==> src/rtl/nervous_shock_monitor.sv <==
// rtl/nervous_shock_monitor.sv - serial pattern matcher with windowed abnormality grading and sticky alarm (optional NSM_GRADE_DECAY_EN)
module nervous_shock_monitor #(
    parameter int                     PATTERN_LEN  = 4,
    parameter logic [PATTERN_LEN-1:0] PATTERN      = 4'b1010,
    parameter int                     WINDOW       = 8,
    parameter int                     MILD_TH      = 1,
    parameter int                     SEVERE_TH    = 3,
    parameter int                     CRIT_WINDOWS = 2,
    localparam int                    CNT_W        = $clog2(WINDOW + 1)
) (
    input  logic             clock,
    input  logic             reset,
    input  logic             sample_valid,
    input  logic             inputdata,
    input  logic             clear_alarm,
    output logic             match_pulse,
    output logic [CNT_W-1:0] match_count,
    output logic             window_done,
    output logic [1:0]       nervousAbnormality,
    output logic             alarm
);

    localparam int FILL_W = $clog2(PATTERN_LEN);
    localparam int SCNT_W = $clog2(WINDOW);
    localparam int RUN_W  = $clog2(CRIT_WINDOWS + 1);

    localparam logic [FILL_W-1:0] FILL_LAST  = FILL_W'(PATTERN_LEN - 1);
    localparam logic [SCNT_W-1:0] SCNT_LAST  = SCNT_W'(WINDOW - 1);
    localparam logic [RUN_W-1:0]  RUN_MAX    = RUN_W'(CRIT_WINDOWS);
    localparam logic [31:0]       MILD_U     = 32'(MILD_TH);
    localparam logic [31:0]       SEVERE_U   = 32'(SEVERE_TH);

    localparam logic [1:0] GRADE_NORMAL = 2'b00;
    localparam logic [1:0] GRADE_MILD   = 2'b01;
    localparam logic [1:0] GRADE_SEVERE = 2'b10;
    localparam logic [1:0] GRADE_CRIT   = 2'b11;

    // Only the N-1 previous bits are stored; the current input completes the pattern.
    logic [PATTERN_LEN-2:0] hist;
    logic [FILL_W-1:0]      fill;
    logic [SCNT_W-1:0]      scnt;
    logic [RUN_W-1:0]       severe_run;

    logic [PATTERN_LEN-1:0] shifted;
    logic                   hit;
    logic                   closing;
    logic [CNT_W:0]         sum;
    logic [CNT_W-1:0]       total;
    logic [1:0]             raw_class;
    logic [RUN_W-1:0]       run_next;
    logic [1:0]             target;
    logic [1:0]             grade_next;
    logic                   alarm_set;

    // Match detection, window totals and next-grade computation.
    always_comb begin
        shifted = {hist, inputdata};
        hit     = sample_valid && (fill == FILL_LAST) && (shifted == PATTERN);
        closing = sample_valid && (scnt == SCNT_LAST);

        sum   = {1'b0, match_count} + (CNT_W + 1)'(hit);
        total = sum[CNT_W] ? {CNT_W{1'b1}} : sum[CNT_W-1:0];

        if (32'(total) >= SEVERE_U) begin
            raw_class = GRADE_SEVERE;
        end else if (32'(total) >= MILD_U) begin
            raw_class = GRADE_MILD;
        end else begin
            raw_class = GRADE_NORMAL;
        end

        if (raw_class == GRADE_SEVERE) begin
            run_next = (severe_run == RUN_MAX) ? severe_run : severe_run + RUN_W'(1);
        end else begin
            run_next = '0;
        end

        target = (run_next >= RUN_MAX) ? GRADE_CRIT : raw_class;

`ifdef NSM_GRADE_DECAY_EN
        // Escalate at once, but step down only one level per closed window.
        if (target >= nervousAbnormality) begin
            grade_next = target;
        end else begin
            grade_next = nervousAbnormality - 2'd1;
        end
`else
        grade_next = target;
`endif

        alarm_set = closing && (grade_next == GRADE_CRIT) && (nervousAbnormality != GRADE_CRIT);
    end

    // Sample history, counters, grade and alarm state.
    always_ff @(posedge clock) begin
        if (reset) begin
            hist               <= '0;
            fill               <= '0;
            scnt               <= '0;
            severe_run         <= '0;
            match_pulse        <= 1'b0;
            match_count        <= '0;
            window_done        <= 1'b0;
            nervousAbnormality <= GRADE_NORMAL;
            alarm              <= 1'b0;
        end else begin
            match_pulse <= hit;
            window_done <= closing;
            if (sample_valid) begin
                hist <= shifted[PATTERN_LEN-2:0];
                if (fill != FILL_LAST) begin
                    fill <= fill + FILL_W'(1);
                end
                if (closing) begin
                    scnt               <= '0;
                    match_count        <= '0;
                    severe_run         <= run_next;
                    nervousAbnormality <= grade_next;
                end else begin
                    scnt        <= scnt + SCNT_W'(1);
                    match_count <= total;
                end
            end
            // A new critical grade beats a simultaneous clear request.
            if (alarm_set) begin
                alarm <= 1'b1;
            end else if (clear_alarm) begin
                alarm <= 1'b0;
            end
        end
    end

endmodule

==> config.mk <==
export PLATFORM = sky130hd
export DESIGN_NAME = nervous_shock_monitor
export DESIGN_NICKNAME = d
export VERILOG_FILES = /design/src/rtl/nervous_shock_monitor.sv
export SDC_FILE = /design/constraint.sdc
export NUM_CORES = 1
export LEC_CHECK = 0
export CORE_MARGIN = 4
export CORE_UTILIZATION = 55
export DETAILED_ROUTE_END_ITERATION = 7
export MAX_ROUTING_LAYER = met4
export PLACE_DENSITY = 0.79
export SLEW_MARGIN = 20
export SYNTH_ARGS = -nofsm -noshare
export SYNTH_HDL_FRONTEND = slang
export SYNTH_SLANG_ARGS = --single-unit
==> constraint.sdc <==
create_clock -name clock -period 3 [get_ports clock]
set_input_delay 0.6 -clock clock [delete_from_list [all_inputs] [get_ports clock]]
set_output_delay 0.6 -clock clock [all_outputs]
set_load 0.02 [all_outputs]
# --- Word-level counts from Yosys, hierarchy flattened ---
# Cells that the tools add are included.
classes:
  multipliers: 0
  shift: 0
  mux: 10
  addsub: 4
  reduce_logical: 8
  div: 0
  n_lt_le_gt_ge: 3
  bitwise: 0
  n_eq_ne: 8
op_table:
  columns: ["cell", "n"]
  rows:
  - ["$eq A2 B2 Y1 const B", 4]
  - ["$mux W2", 4]
  - ["$mux W4", 2]
  - ["$add A4 B1 Y5", 1]
  - ["$logic_and A1 B1 Y1", 5]
  - ["$add A2 B1 Y2 const B", 2]
  - ["$eq A4 B4 Y1 const B", 1]
  - ["$ge A4 B1 Y1 const B", 1]
  - ["$ge A4 B2 Y1 const B", 1]
  - ["$ne A2 B2 Y1 const B", 2]
  - ["$reduce_and A2 Y1", 2]
  - ["$add A3 B1 Y3 const B", 1]
  - ["$eq A3 B3 Y1 const B", 1]
  - ["$mux W1", 3]
  - ["$mux W3", 1]
  - ["$ge A2 B2 Y1 const B", 1]
  - ["$reduce_bool A2 Y1", 1]
totals:
  ram_bits: 0
  romBits: 0
  input_bits: 5
  regBits: 19
  word_cells: 42
  latchBits: 0
  out_inout_bits: 9
  n_memories: 0

# --- Depth between registers and ports, before layout ---
logic_depth:
  ltp_word: 16
  mapped_depth: 9
  depth_no_buf: 9

# --- Worst setup path after synthesis ---
# No wires, ideal clock.
synth_path:
  path_kind: "input-to-reg"
  startpoint: "input sample_valid"
  endpoint: "register nervousAbnormality[0]"
  setup_slack_ns: 0.858
  cell_stages: 9
  arrival_ns: 2.057
  cell_sequence: "buf_2 > nand4_1 > nor3_1 > ha_1 > ha_1 > and2_4 > a21oi_2 > and2_1 > o31ai_2"
synth_between:
  elab_chain_cells: 11
synth_lines:
  columns: ["item", "line", "rtl"]
  rows:
  - ["start, declared", "13", "input logic sample_valid,"]
  - ["$logic_and A1 B1 Y1 * (2 in a row)", "58", "hit = sample_valid && (fill == FILL_LAST) && (shifted == PATTERN);"]
  - ["via hit", "45", "logic hit;"]
  - ["$add A4 B1 Y5 *", "61", "sum = {1'b0, match_count} + (CNT_W + 1)'(hit);"]
  - ["$mux W4 *", "62", "total = sum[CNT_W] ? {CNT_W{1'b1}} : sum[CNT_W-1:0];"]
  - ["$ge A4 B1 Y1", "66", "end else if (32'(total) >= MILD_U) begin"]
  - ["$mux W1", "66", null]
  - ["$mux W2 *", "64", "if (32'(total) >= SEVERE_U) begin"]
  - ["$eq A2 B2 Y1", "72", "if (raw_class == GRADE_SEVERE) begin"]
  - ["$mux W2", "72", null]
  - ["$ge A2 B2 Y1", "78", "target = (run_next >= RUN_MAX) ? GRADE_CRIT : raw_class;"]
  - ["$mux W2 *", "78", null]
  - ["end signal, assigned", "118", "nervousAbnormality <= grade_next;"]
  - ["end, declared", "19", "output logic [1:0] nervousAbnormality,"]
# Mark *: on every way through the listed nets, which the timed path passes. The rest lies on a longest branch.
# A chain may end at the register's enable or synchronous reset.

# --- Final worst setup path ---
layout_path:
  startpoint: "input sample_valid"
  endpoint: "register nervousAbnormality[1]"
# Same word-level chain as after synthesis.

==> summary.md <==
| Metric | Value |
|---|---|
| PD cells | 397.8 nW/um^2 |
| Worst slew margin | 48.05% |
| Post-synthesis async set-or-reset flop share | 0% |
| GRT Total Usage | 16.04% |
| First-pass GRT wire length | 2980 um |
| Die W | 48.59 um |
| Most frequent cell on the critical path | ha_1 |
| GRT Residual Overflow | 0 |
| R2R Path Start | fill[0] |
| Status | completed |
| Initial Util | 59.44% |
| Syn Nets | 113 |
| CTS Root Cell | clkbuf_4 |
| Die footprint | 2361 um^2 |
| Largest cells by area after synthesis | dfxtp_1 (42%), ha_1 (8.3%), a21oi_1 (5.5%) |
| Critical Path Source Type | input pin |
| Post-synth top area share | 41.99% |
| DR iter-0 viols | 34 |
| Row Count | 14 |
| CP max stage delay | 0.48 ns |
| Critical-path cell list | clkdlybuf4s50_1 -> nand4_1 -> nor3_1 -> ha_1 -> ha_1 -> a21oi_1 -> nor2b_2 -> a311oi_2 |
| Delay-heaviest family, CP | simple AND/OR/NAND/NOR gates |
| Sequential area share after synthesis | 41.99% |
| Crit path required time | 3.16 ns |
| DRT Pass-1 Iters | 4 |
| CTS Sinks | 19 |
| Pins over their slew limit | 0 |
| IO Count | 14 |
| Placed insts | 127 |
| Final ANT Viol Nets | 0 |
| CP Class | input pin to register |
| Final Non-Filler Cells | 131 |
| DRC viols | 0 |
| VDD IR max | 0.2923 mV |
| Synth Cell Area | 905.9 um^2 |
| Number of synthesized flops with an enable pin | 0 |
| Achievable Freq | 0.4385 GHz |
| Total power | 0.0004240 W |
| Avg Cell Area, Syn | 8.881 um^2 |
| Max cap viols | 0 |
| Worst clock skew | 0.01207 ns |
| Post-DP HPWL | 1240 um |
| Worst slew pin tran | 0.7768 ns |
| Max stage delay cell, worst path | clkdlybuf4s50_1 |
| Final TNS setup | 0 ns |
| Layout area overhead | 17.68% |
| RSZ-0062 raised after global routing | no |
| Inserted Diodes | 0 |
| Ys Warns | 0 |
| Crit path arrival time | 2.44 ns |
| R2R depth | 8 |
| Clock transition at path regs | 0.12 ns |
| RePlAce Congestion | 0.8211 |
| Num CTS Buffers | 3 |
| Netlist cell types | 33 |
| Fin crit share | 76.02% |
| Hold Crit Start | alarm |
| Synth Flop Type | dfxtp_1 |
| Largest net degree at the start of global routing | 22 |
| Most common cell in the netlist | dfxtp_1 |
| DIE HEIGHT | 48.59 um |
| Setup-failing EPs final | 0 |
| Max clock buf depth | 2 |
| TritonCTS clock tree | done |
| Fraction of layout cells with a size suffix above 1 | 13.04% |
| Routed wire length | 1689 um |
| Hold endpoint | alarm |
| Lkg Pwr | 0.4262 nW |
| Syn Inst Count | 102 |
| Total core area | 1524 um^2 |
| Final Hold Fails | 0 |
| Clock latency on the worst-skew pair | 0.30 ns |
| Quantity of gates resized following cts | 0 |
| Worst path bufs/invs | 1 |
| Synth cell count leaders | dfxtp_1 (19), nor2_1 (13), a21oi_1 (10) |
| Net count, final | 127 |
| Setup crit end kind | register |
| Worst-path fanout max | 4 |
| Flop-to-flop setup slack | 0.93 ns |
| Vias | 765 |
| Final min period | 2.281 ns |
| Setup bufs post-CTS | 0 |
| FF+latch count, synth | 19 |
| Avg Vias per Cell | 5.840 |
| Reg-to-Reg End | nervousAbnormality[1] |
| Synth area leader | dfxtp_1 |
| Hold bufs inserted after CTS | 0 |
| H-Tree Depth | 1 |
| Hold path depth | 2 |
| Hold WS | 0.4621 ns |
| Routed len/inst | 12.89 um |
| Vias in the first global route | 700 |
| I/O Buffers | 13 |
| Initial antenna violation count | 0 |
| Hold crit path type | register to register |
-- per-stage QoR --
stage	setup slack [ns]	util (%)	area, um^2
2_1_floorplan	0.8584	-	905.9
3_3_place_gp	0.4935	68.14	1039
3_5_place_dp	0.4207	68.14	1039
4_1_cts	0.7469	69.95	1066
5_1_grt	0.5804	69.95	1066
6_report	0.7195	69.95	1066
-- power by group --
group | internal (W) | switching [W] | leakage (nW)
Clock | 0.0000496 | 0.0000800 | 0.0177
Sequential | 0.000259 | 0.00000406 | 0.154
Combinational | 0.0000147 | 0.0000171 | 0.254
Total | 0.000323 | 0.000101 | 0.426
-- area by class of cell --
| cell class | count | area [um^2] |
|---|---|---|
| fillers | 124 | 457.9 |
| clock buffers | 3 | 22.52 |
| repair buffers | 14 | 137.6 |
| multi-input cells | 71 | 474.2 |
| inverters | 7 | 26.28 |
| flip-flops and latches | 19 | 380.4 |
| well taps | 16 | 20.02 |
| clock inverters | 1 | 5.005 |
-- sequential cells by signal, indices dropped and copies added (netlist names) --
signal,cells
nervousAbnormality,2
scnt,3
fill,2
alarm,1
hist,3
window_done,1
match_pulse,1
severe_run,2
match_count,4
-- kinds of logic (layout without fill, tap and decap cells) --
family,after synthesis,after routing,share of synthesized area (%)
simple gates,38,38,21.27
compound gates,23,23,18.51
flops,19,19,41.99
buf+inv,12,25,5.662
fa+ha+maj,6,6,8.287
mux,3,3,3.315
xor+xnor,1,1,0.9670
-- worst max path at each step --
stage | cells after the start | end | from
after floorplan | 9 | nervousAbnormality[0] | sample_valid
after global placement | 8 | nervousAbnormality[1] | sample_valid
after detailed placement | 9 | nervousAbnormality[1] | sample_valid
after CTS | 8 | nervousAbnormality[1] | sample_valid
after global routing | 9 | nervousAbnormality[1] | sample_valid
final | 8 | nervousAbnormality[1] | sample_valid
-- layout by cell type (no fill, tap or decap), types with 2 or more instances in the layout --
| cell | synthesis | routed |
|---|---|---|
| a21oi_1 | 10 | 10 |
| a31oi_1 | 3 | 3 |
| clkbuf_4 | 0 | 3 |
| clkdlybuf4s50_1 | 0 | 13 |
| dfxtp_1 | 19 | 19 |
| ha_1 | 6 | 6 |
| inv_1 | 6 | 6 |
| mux2i_1 | 3 | 3 |
| nand2_1 | 6 | 6 |
| nand3b_1 | 4 | 4 |
| nor2_1 | 13 | 13 |
| nor3_1 | 5 | 5 |
| nor4_1 | 2 | 2 |
| o21ai_1 | 2 | 2 |
| o41ai_2 | 2 | 2 |
-- worst reg2reg max path: stages (launching register included) --
cell and delay, ns:
dfxtp_1 0.36, ha_1 0.20, nand4_1 0.12, nor3_1 0.17
ha_1 0.21, ha_1 0.26, a21oi_1 0.19, nor2b_2 0.29
a311oi_2 0.13
-- per-layer routing --
metal | vias to the layer above | share of wire [%] | track usage (%)
met5 | - | 0 | -
met4 | 0 | 2.7 | 9.865
met3 | 6 | 6.5 | 3.988
met2 | 27 | 45 | 22.17
met1 | 345 | 45 | 20.72
li1 | 387 | - | -
Note: power is estimated with default switching activity, not from simulation.
